[src/rtl/mem_port_arbiter_pkg.sv]
// rtl/mem_port_arbiter_pkg.sv - shared TX header codes and helpers for the memory port arbiter
package mem_port_arbiter_pkg;

    // Width of a TX command header on the memory interface.
    localparam int TX_CMD_BITS = 4;

    // TX header codes understood by memory_interface.
    localparam logic [TX_CMD_BITS-1:0] TX_HEADER_NOP      = 4'h0;
    localparam logic [TX_CMD_BITS-1:0] TX_HEADER_READ_16  = 4'h1;
    localparam logic [TX_CMD_BITS-1:0] TX_HEADER_WRITE_16 = 4'h2;
    localparam logic [TX_CMD_BITS-1:0] TX_HEADER_ERASE    = 4'h3;
    localparam logic [TX_CMD_BITS-1:0] TX_HEADER_STATUS   = 4'h4;

    // Only READ headers produce a reply on the RX channel.
    function automatic logic expects_reply(input logic [TX_CMD_BITS-1:0] cmd);
        return cmd == TX_HEADER_READ_16;
    endfunction

endpackage

[src/rtl/mem_port_arbiter_if.sv]
// rtl/mem_port_arbiter_if.sv - shared memory_interface TX/RX channel signals
interface mem_port_arbiter_if #(
    parameter int IO_BITS = 2
);
    import mem_port_arbiter_pkg::*;

    logic                   tx_command_valid;
    logic [TX_CMD_BITS-1:0] tx_command;
    logic [IO_BITS-1:0]     tx_data;
    logic                   tx_command_started;
    logic                   tx_active;
    logic                   tx_data_next;
    logic                   tx_done;
    logic                   rx_started;
    logic                   rx_active;
    logic                   rx_sbs_valid;
    logic                   rx_data_valid;
    logic                   rx_done;

    // Arbiter side: issues commands, observes channel strobes.
    modport master (
        output tx_command_valid,
        output tx_command,
        output tx_data,
        input  tx_command_started,
        input  tx_active,
        input  tx_data_next,
        input  tx_done,
        input  rx_started,
        input  rx_active,
        input  rx_sbs_valid,
        input  rx_data_valid,
        input  rx_done
    );

    // memory_interface side.
    modport slave (
        input  tx_command_valid,
        input  tx_command,
        input  tx_data,
        output tx_command_started,
        output tx_active,
        output tx_data_next,
        output tx_done,
        output rx_started,
        output rx_active,
        output rx_sbs_valid,
        output rx_data_valid,
        output rx_done
    );

endinterface

[src/rtl/mem_port_arbiter_tag_fifo.sv]
// rtl/mem_port_arbiter_tag_fifo.sv - in-order FIFO of outstanding read reply tags
module mem_port_arbiter_tag_fifo #(
    parameter int BITS  = 2,
    parameter int DEPTH = 7
) (
    input  logic                           clk,
    input  logic                           reset,
    input  logic                           add,
    input  logic                           remove,
    input  logic [BITS-1:0]                new_entry,
    output logic [BITS-1:0]                head,
    output logic                           empty,
    output logic                           full,
    output logic [$clog2(DEPTH+1)-1:0]     count
);

    localparam int CW = $clog2(DEPTH + 1);
    localparam int PW = (DEPTH > 1) ? $clog2(DEPTH) : 1;
    localparam logic [CW-1:0] DEPTH_C  = CW'(DEPTH);
    localparam logic [PW-1:0] LAST_PTR = PW'(DEPTH - 1);

    logic [BITS-1:0] mem [DEPTH];
    logic [PW-1:0]   rd_ptr;
    logic [PW-1:0]   wr_ptr;
    logic            do_add;
    logic            do_remove;

    // An empty FIFO ignores removes so the count can never underflow; a full
    // FIFO still accepts an add when a remove frees a slot in the same cycle.
    assign do_remove = remove & (count != '0);
    assign do_add    = add & ((count != DEPTH_C) | do_remove);

    assign head  = mem[rd_ptr];
    assign empty = (count == '0);
    assign full  = (count == DEPTH_C);

    // Pointer and occupancy bookkeeping; pointers wrap at DEPTH, which need not be a power of two.
    always_ff @(posedge clk or negedge reset) begin
        if (!reset) begin
            rd_ptr <= '0;
            wr_ptr <= '0;
            count  <= '0;
        end else begin
            if (do_add) begin
                wr_ptr <= (wr_ptr == LAST_PTR) ? '0 : wr_ptr + 1'b1;
            end
            if (do_remove) begin
                rd_ptr <= (rd_ptr == LAST_PTR) ? '0 : rd_ptr + 1'b1;
            end
            if (do_add && !do_remove) begin
                count <= count + 1'b1;
            end else if (do_remove && !do_add) begin
                count <= count - 1'b1;
            end
        end
    end

    // Entry storage; contents are only observed through head while non-empty.
    always_ff @(posedge clk) begin
        if (do_add) begin
            mem[wr_ptr] <= new_entry;
        end
    end

endmodule

[src/rtl/mem_port_arbiter.sv]
// rtl/mem_port_arbiter.sv - shares one memory_interface TX/RX channel between several requesters
module mem_port_arbiter
    import mem_port_arbiter_pkg::*;
#(
    parameter int NREQ            = 2,
    parameter int IO_BITS         = 2,
    parameter int MAX_OUTSTANDING = 7,
    parameter int ROUND_ROBIN     = 0
) (
    input  logic                                   clk,
    input  logic                                   reset,
    input  logic [NREQ-1:0]                        req_valid,
    input  logic [NREQ*TX_CMD_BITS-1:0]            req_cmd,
    input  logic [NREQ*IO_BITS-1:0]                req_data,
    input  logic [NREQ-1:0]                        req_reply,
    input  logic [NREQ-1:0]                        req_reserve,
    output logic [NREQ-1:0]                        grant,
    mem_port_arbiter_if.master                     mem,
    output logic [NREQ-1:0]                        g_tx_started,
    output logic [NREQ-1:0]                        g_tx_active,
    output logic [NREQ-1:0]                        g_tx_data_next,
    output logic [NREQ-1:0]                        g_tx_done,
    output logic [NREQ-1:0]                        g_rx_started,
    output logic [NREQ-1:0]                        g_rx_active,
    output logic [NREQ-1:0]                        g_rx_sbs_valid,
    output logic [NREQ-1:0]                        g_rx_data_valid,
    output logic [NREQ-1:0]                        g_rx_done,
    output logic [$clog2(MAX_OUTSTANDING+1)-1:0]   outstanding,
    output logic                                   full,
    output logic                                   rx_orphan
);

    localparam int IDX_W = (NREQ > 1) ? $clog2(NREQ) : 1;
    localparam int TAG_W = 1 + IDX_W;

    typedef struct packed {
        logic             reply;
        logic [IDX_W-1:0] owner;
    } tag_entry_t;

    logic [IDX_W-1:0] owner_q;
    logic [IDX_W-1:0] last_winner;
    logic [IDX_W-1:0] arb_idx;
    logic [IDX_W-1:0] rr_cand;
    logic [IDX_W-1:0] cur_owner;
    logic             arb_found;
    logic [NREQ-1:0]  want;
    logic [NREQ-1:0]  owner_onehot;
    logic [NREQ-1:0]  rx_route;
    logic             rx_orphan_q;
    logic             any_rx;
    logic             tag_push;
    logic             fifo_empty;
    logic             fifo_full;
    logic [TAG_W-1:0] fifo_head;
    tag_entry_t       push_entry;
    tag_entry_t       head_entry;

    assign owner_onehot = NREQ'(1) << owner_q;

    // Pick the next TX owner: a reserving owner keeps the channel, otherwise
    // fixed or rotating priority among requesters that want it; with nobody
    // asking the current owner is kept.
    always_comb begin
        arb_found = 1'b0;
        arb_idx   = owner_q;
        rr_cand   = '0;
        want      = req_valid | (req_reserve & owner_onehot);
        if (req_reserve[owner_q]) begin
            arb_idx   = owner_q;
            arb_found = 1'b1;
        end else if (ROUND_ROBIN != 0) begin
            for (int k = 1; k <= NREQ; k++) begin
                rr_cand = IDX_W'((int'(last_winner) + k) % NREQ);
                if (!arb_found && want[rr_cand]) begin
                    arb_idx   = rr_cand;
                    arb_found = 1'b1;
                end
            end
        end else begin
            for (int k = 0; k < NREQ; k++) begin
                if (!arb_found && want[IDX_W'(k)]) begin
                    arb_idx   = IDX_W'(k);
                    arb_found = 1'b1;
                end
            end
        end
    end

    // While a message is on the wire the grant is frozen to the registered owner;
    // between messages the arbitration result takes effect in the same cycle.
    assign cur_owner = mem.tx_active ? owner_q : arb_idx;
    assign grant     = NREQ'(1) << cur_owner;

    // Command path muxed from the owner; a full tag FIFO holds off every new command,
    // writes included, so replies can never outrun the tag storage.
    assign mem.tx_command_valid = req_valid[cur_owner] & ~fifo_full;
    assign mem.tx_command       = req_cmd[cur_owner*TX_CMD_BITS +: TX_CMD_BITS];
    assign mem.tx_data          = req_data[cur_owner*IO_BITS +: IO_BITS];

    assign g_tx_started   = {NREQ{mem.tx_command_started}} & grant;
    assign g_tx_active    = {NREQ{mem.tx_active}}          & grant;
    assign g_tx_data_next = {NREQ{mem.tx_data_next}}       & grant;
    assign g_tx_done      = {NREQ{mem.tx_done}}            & grant;

    // Owner lock, round-robin history and the sticky orphan-reply flag.
    always_ff @(posedge clk or negedge reset) begin
        if (!reset) begin
            owner_q     <= '0;
            last_winner <= IDX_W'(NREQ - 1);
            rx_orphan_q <= 1'b0;
        end else begin
            if (!mem.tx_active) begin
                owner_q <= arb_idx;
            end
            if (mem.tx_command_started) begin
                last_winner <= cur_owner;
            end
            if (fifo_empty && any_rx) begin
                rx_orphan_q <= 1'b1;
            end
        end
    end

    assign rx_orphan = rx_orphan_q;

    // Every started READ reserves a reply slot tagged with its owner; the reply
    // bit records whether that owner wants the data or it is to be discarded.
    assign tag_push         = mem.tx_command_started & expects_reply(mem.tx_command);
    assign push_entry.reply = req_reply[cur_owner];
    assign push_entry.owner = cur_owner;

    mem_port_arbiter_tag_fifo #(
        .BITS  (TAG_W),
        .DEPTH (MAX_OUTSTANDING)
    ) u_tag_fifo (
        .clk       (clk),
        .reset     (reset),
        .add       (tag_push),
        .remove    (mem.rx_done),
        .new_entry (push_entry),
        .head      (fifo_head),
        .empty     (fifo_empty),
        .full      (fifo_full),
        .count     (outstanding)
    );

    assign full       = fifo_full;
    assign head_entry = fifo_head;

    // Replies come back in issue order, so the head tag names the receiver; the
    // head stays put until rx_done, covering the whole reply including rx_active.
    assign any_rx   = mem.rx_started | mem.rx_active | mem.rx_sbs_valid
                    | mem.rx_data_valid | mem.rx_done;
    assign rx_route = (!fifo_empty && head_entry.reply) ? (NREQ'(1) << head_entry.owner) : '0;

    assign g_rx_started    = {NREQ{mem.rx_started}}    & rx_route;
    assign g_rx_active     = {NREQ{mem.rx_active}}     & rx_route;
    assign g_rx_sbs_valid  = {NREQ{mem.rx_sbs_valid}}  & rx_route;
    assign g_rx_data_valid = {NREQ{mem.rx_data_valid}} & rx_route;
    assign g_rx_done       = {NREQ{mem.rx_done}}       & rx_route;

endmodule
[src/flat_wrapper.sv]
// flat-port wrapper written by rule: the top's interface ports become plain ports
module mem_port_arbiter_flat import mem_port_arbiter_pkg::*;
#(
    parameter int NREQ            = 2,
    parameter int IO_BITS         = 2,
    parameter int MAX_OUTSTANDING = 7,
    parameter int ROUND_ROBIN     = 0
)
  (clk, reset, req_valid, req_cmd, req_data, req_reply, req_reserve, grant, g_tx_started, g_tx_active, g_tx_data_next, g_tx_done, g_rx_started, g_rx_active, g_rx_sbs_valid, g_rx_data_valid, g_rx_done, outstanding, full, rx_orphan, mem_tx_command_valid, mem_tx_command, mem_tx_data, mem_tx_command_started, mem_tx_active, mem_tx_data_next, mem_tx_done, mem_rx_started, mem_rx_active, mem_rx_sbs_valid, mem_rx_data_valid, mem_rx_done);
  mem_port_arbiter_if #(.IO_BITS(IO_BITS)) mem_i ();
  input  logic clk;
  input  logic reset;
  input  logic [NREQ-1:0] req_valid;
  input  logic [NREQ*TX_CMD_BITS-1:0] req_cmd;
  input  logic [NREQ*IO_BITS-1:0] req_data;
  input  logic [NREQ-1:0] req_reply;
  input  logic [NREQ-1:0] req_reserve;
  output logic [NREQ-1:0] grant;
  output logic [NREQ-1:0] g_tx_started;
  output logic [NREQ-1:0] g_tx_active;
  output logic [NREQ-1:0] g_tx_data_next;
  output logic [NREQ-1:0] g_tx_done;
  output logic [NREQ-1:0] g_rx_started;
  output logic [NREQ-1:0] g_rx_active;
  output logic [NREQ-1:0] g_rx_sbs_valid;
  output logic [NREQ-1:0] g_rx_data_valid;
  output logic [NREQ-1:0] g_rx_done;
  output logic [$clog2(MAX_OUTSTANDING+1)-1:0] outstanding;
  output logic full;
  output logic rx_orphan;
  output wire logic [$bits(mem_i.tx_command_valid)-1:0] mem_tx_command_valid;
  output wire logic [$bits(mem_i.tx_command)-1:0] mem_tx_command;
  output wire logic [$bits(mem_i.tx_data)-1:0] mem_tx_data;
  input wire logic [$bits(mem_i.tx_command_started)-1:0] mem_tx_command_started;
  input wire logic [$bits(mem_i.tx_active)-1:0] mem_tx_active;
  input wire logic [$bits(mem_i.tx_data_next)-1:0] mem_tx_data_next;
  input wire logic [$bits(mem_i.tx_done)-1:0] mem_tx_done;
  input wire logic [$bits(mem_i.rx_started)-1:0] mem_rx_started;
  input wire logic [$bits(mem_i.rx_active)-1:0] mem_rx_active;
  input wire logic [$bits(mem_i.rx_sbs_valid)-1:0] mem_rx_sbs_valid;
  input wire logic [$bits(mem_i.rx_data_valid)-1:0] mem_rx_data_valid;
  input wire logic [$bits(mem_i.rx_done)-1:0] mem_rx_done;
  assign mem_tx_command_valid = mem_i.tx_command_valid;
  assign mem_tx_command = mem_i.tx_command;
  assign mem_tx_data = mem_i.tx_data;
  assign mem_i.tx_command_started = mem_tx_command_started;
  assign mem_i.tx_active = mem_tx_active;
  assign mem_i.tx_data_next = mem_tx_data_next;
  assign mem_i.tx_done = mem_tx_done;
  assign mem_i.rx_started = mem_rx_started;
  assign mem_i.rx_active = mem_rx_active;
  assign mem_i.rx_sbs_valid = mem_rx_sbs_valid;
  assign mem_i.rx_data_valid = mem_rx_data_valid;
  assign mem_i.rx_done = mem_rx_done;
  mem_port_arbiter #(.NREQ(NREQ), .IO_BITS(IO_BITS), .MAX_OUTSTANDING(MAX_OUTSTANDING), .ROUND_ROBIN(ROUND_ROBIN)) u_core (.clk(clk), .reset(reset), .req_valid(req_valid), .req_cmd(req_cmd), .req_data(req_data), .req_reply(req_reply), .req_reserve(req_reserve), .grant(grant), .mem(mem_i), .g_tx_started(g_tx_started), .g_tx_active(g_tx_active), .g_tx_data_next(g_tx_data_next), .g_tx_done(g_tx_done), .g_rx_started(g_rx_started), .g_rx_active(g_rx_active), .g_rx_sbs_valid(g_rx_sbs_valid), .g_rx_data_valid(g_rx_data_valid), .g_rx_done(g_rx_done), .outstanding(outstanding), .full(full), .rx_orphan(rx_orphan));
endmodule
[config.mk]
export PLATFORM = sky130hd
export DESIGN_NAME = mem_port_arbiter_flat
export DESIGN_NICKNAME = d
export VERILOG_FILES = /design/src/rtl/mem_port_arbiter_pkg.sv /design/src/rtl/mem_port_arbiter_if.sv /design/src/rtl/mem_port_arbiter_tag_fifo.sv /design/src/rtl/mem_port_arbiter.sv /design/src/flat_wrapper.sv
export SDC_FILE = /design/constraint.sdc
export NUM_CORES = 1
export LEC_CHECK = 0
export BUFFER_PORTS_ARGS = -buffer_cell sky130_fd_sc_hd__buf_2
export CORE_MARGIN = 10
export CORE_UTILIZATION = 35
export CTS_CLUSTER_DIAMETER = 200
export CTS_CLUSTER_SIZE = 24
export DETAILED_ROUTE_END_ITERATION = 8
export PLACE_DENSITY = 0.58
export SYNTH_ARGS = -nofsm -noshare
export SYNTH_HDL_FRONTEND = slang
export SYNTH_SLANG_ARGS = --single-unit
[constraint.sdc]
create_clock -name clk -period 5.7 [get_ports clk]
set_clock_uncertainty 0.1 [all_clocks]
set_input_delay 0.855 -clock clk [delete_from_list [all_inputs] [get_ports clk]]
set_output_delay 0.855 -clock clk [all_outputs]
set_load 0.01 [all_outputs]
==> out/metrics.cfg <==
[status]
status = finished, final reports clean

[grt]
antenna_found_initial = 0
grt_first_pass_wirelength_um = 5216
grt_max_degree = 16
grt_overflow = 0
gr-usage-all-layers = 0.08662
grt_pass1_vias = 1149

[cts]
cts_tree = yes
holdBufCountCts = 0
cts-resized-gates = 0
cts_buffers = 3
clkTransAtPathRegs_ns = 0.08
clock_sinks = 25
clock_path_buffers = 2
htree_levels = 1
insertion_delay_ns = 0.26
clockRootBuffer = clkbuf_8
post_cts_buffers = 0

[yosys]
synth_area_um2 = 1423
synth-seq-cells = 25
yosys_warnings = 0
synthCells = 124
synth_nets = 155
synth-edff-count = 14
synth_top_area_cell = edfxtp_1
synth_cell_types = 46
seq_area_frac_synth = 0.4890
async_flop_share = 0.4400
synth.area.top_cells = edfxtp_1 30%, dfrtp_1 19%, mux2_2 6.3%
syn_area_per_cell_um2 = 11.47
yosysTopAreaCellShare = 0.2955
synth_flop_cell = edfxtp_1

[power_and_ir_drop]
ir_worst_vdd_v = 0.0001355
power_per_cell_area_nw_per_um2 = 350.1
switching_share = 0.3765
leakagePower_nw = 0.8358
p_comb_frac = 0.401
seqPwrFrac = 0.438
p_clk_frac = 0.161
p_int_mw = 0.3938
power_switching_mw = 0.2378

[route]
drt_first_pass_iters = 4
dr_total_vias = 1111
drc_errors = 0
drt_iter0_markers = 35
via_per_inst = 4.789
ant_nets = 0
wl_um = 3258
routedWlPerCell_um = 14.04

[die]
die_w_um = 83.76
core.rowCount = 23
core-area_um2 = 3971
num_io_pins = 61
die_h_um = 83.76
initial_core_util = 0.3582
die_area_um2 = 7015

[setup_path]
cp_max_fo = 13
cp-start-kind = primary input
critical_path.top_delay_family = simple AND/OR/NAND/NOR gates
slowest_stage = or3b_1
crit_arrival_ns = 2.32
path_buf_inv = 2
end_kind = output pin
path_depth = 5
r2r_end = u_core.u_tag_fifo.count[2]
critical_path.endpoint = mem_tx_command[3]
critical_path.cell_chain = buf_2 -> or3b_1 -> nand2_1 -> mux2_2 -> buf_2
cpPeakStageDelay_ns = 0.45
reg2reg_depth = 8
cpMostUsedCell = buf_2
regToRegSetupSlack_ns = 3.26
cp-startpoint = req_reserve[1]
critPathKind = in2out
r2r-start = u_core.u_tag_fifo.count[0]
required_ns = 4.74

[place]
place_ws_ns = 2.364
globalplace.congestion = 0.8148
io_buffers = 59
hpwl_um = 2791

[sta]
maxSlewHeadroom = 0.7038
worst_pin_slew_ns = 0.4433
period_share = 0.5739
period_minus_slack_ns = 3.271
slew_viol_final = 0
hold_viol_final = 0
setup_viol = 0
setup_tns_ns = 0
fin_ws_ns = 2.429
fmax_mhz = 305.7
rsz0062_at_grt = false

[cells_and_area]
nNetsFinal = 214
areaGrowthSynthToFinish_pct = 26.82
mostFrequentLayoutCells = 59 x buf_2, 16 x nor2_1, 14 x edfxtp_1, 11 x dfrtp_1, 9 x nand2_1
utilization = 0.4543
num_antenna_cells = 0
layout_commonest_cell = buf_2
layout-drive-gt1-share = 0.4505

[run]
max-cap-violations = 0

[min_path]
hold_path.class = in2async

==> worst min path at each step <==
stage | startpoint | endpoint | slack (ns) | cells past startpoint
floorplan | u_core.rx_orphan | u_core.rx_orphan | 0.41 | 1
finish | reset | u_core.u_tag_fifo.wr_ptr[2] | 0.35 | 1
detailed placement | u_core.rx_orphan | u_core.rx_orphan | 0.36 | 1
CTS | reset | u_core.rx_orphan | 0.35 | 1
global placement | u_core.rx_orphan | u_core.rx_orphan | 0.36 | 1
global route | reset | u_core.u_tag_fifo.wr_ptr[2] | 0.36 | 1
==> worst register-to-register path: cells and delay by family (launching register included) <==
| kind | cells | cell delay [ns] |
|---|---|---|
| buf+inv | 1 | 0.06 |
| xor+xnor | 2 | 0.31 |
| fa+ha+maj | 2 | 0.60 |
| flops | 1 | 0.45 |
| simple gates | 3 | 0.85 |
==> Yosys cell counts, drive strengths merged, types with 2 or more instances <==
cell type	instances
mux2	12
nand3	3
clkbuf	2
and2	5
o21ai	5
xor2	2
nor2b	3
nor2	16
edfxtp	14
and3b	2
a211oi	2
buf	3
a21oi	3
mux4	2
nand2	9
dfrtp	11
inv	6
and3	4
==> sequential cells by signal, indices dropped and copies added (netlist names) <==
name	flops
u_core.rx_orphan	1
u_core.u_tag_fifo.rd_ptr	3
u_core.u_tag_fifo.wr_ptr	3
u_core.u_tag_fifo.count	3
u_core.u_tag_fifo.mem	14
u_core.owner_q	1
==> power groups by stage <==
stage	combinational, mW	sequential [mW]	clock, mW
after floorplan	0.190	0.261	0
after global placement	0.251	0.277	0
after detailed placement	0.259	0.280	0
after CTS	0.259	0.277	0.105
after global routing	0.282	0.286	0.114
final	0.253	0.277	0.102
==> area by class of cell <==
type,instances,area [um2]
clock buffer,3,41.29
clock inverter,1,7.507
fill,398,2167
inverter,6,22.52
multi-input combinational,88,679.4
sequential,25,695.7
tap,50,62.56
timing repair buffer,59,295.3
==> routing by layer <==
layer | routed length (um) | track usage
met1 | 1416 | 0.09709
met2 | 1527 | 0.1449
met3 | 285 | 0.03906
met4 | 27 | 0.02283
met5 | 0 | 0
==> cells by family after synthesis <==
| group | count (synthesis) | synth area share |
|---|---|---|
| DFF | 25 | 0.4890 |
| buffers and inverters | 11 | 0.03342 |
| muxes | 15 | 0.1363 |
| AOI/OAI and AO/OA | 18 | 0.1073 |
| adders and majority gates | 2 | 0.02287 |
| and+or+nand+nor | 50 | 0.1926 |
| xor gates and xnor gates | 3 | 0.01847 |
==> per-stage QoR <==
stage | power (mW) | hold slack [ns] | std cells | cell area (um2)
global route | 0.6819 | 0.3552 | 232 | 1804
finish | 0.6316 | 0.3506 | 232 | 1804
CTS | 0.6411 | 0.3543 | 232 | 1804
global placement | 0.5286 | 0.3597 | 228 | 1755
detailed placement | 0.5390 | 0.3645 | 228 | 1755
floorplan | 0.4509 | 0.4134 | 124 | 1423
No activity file was read; power rests on OpenSTA's default activity.
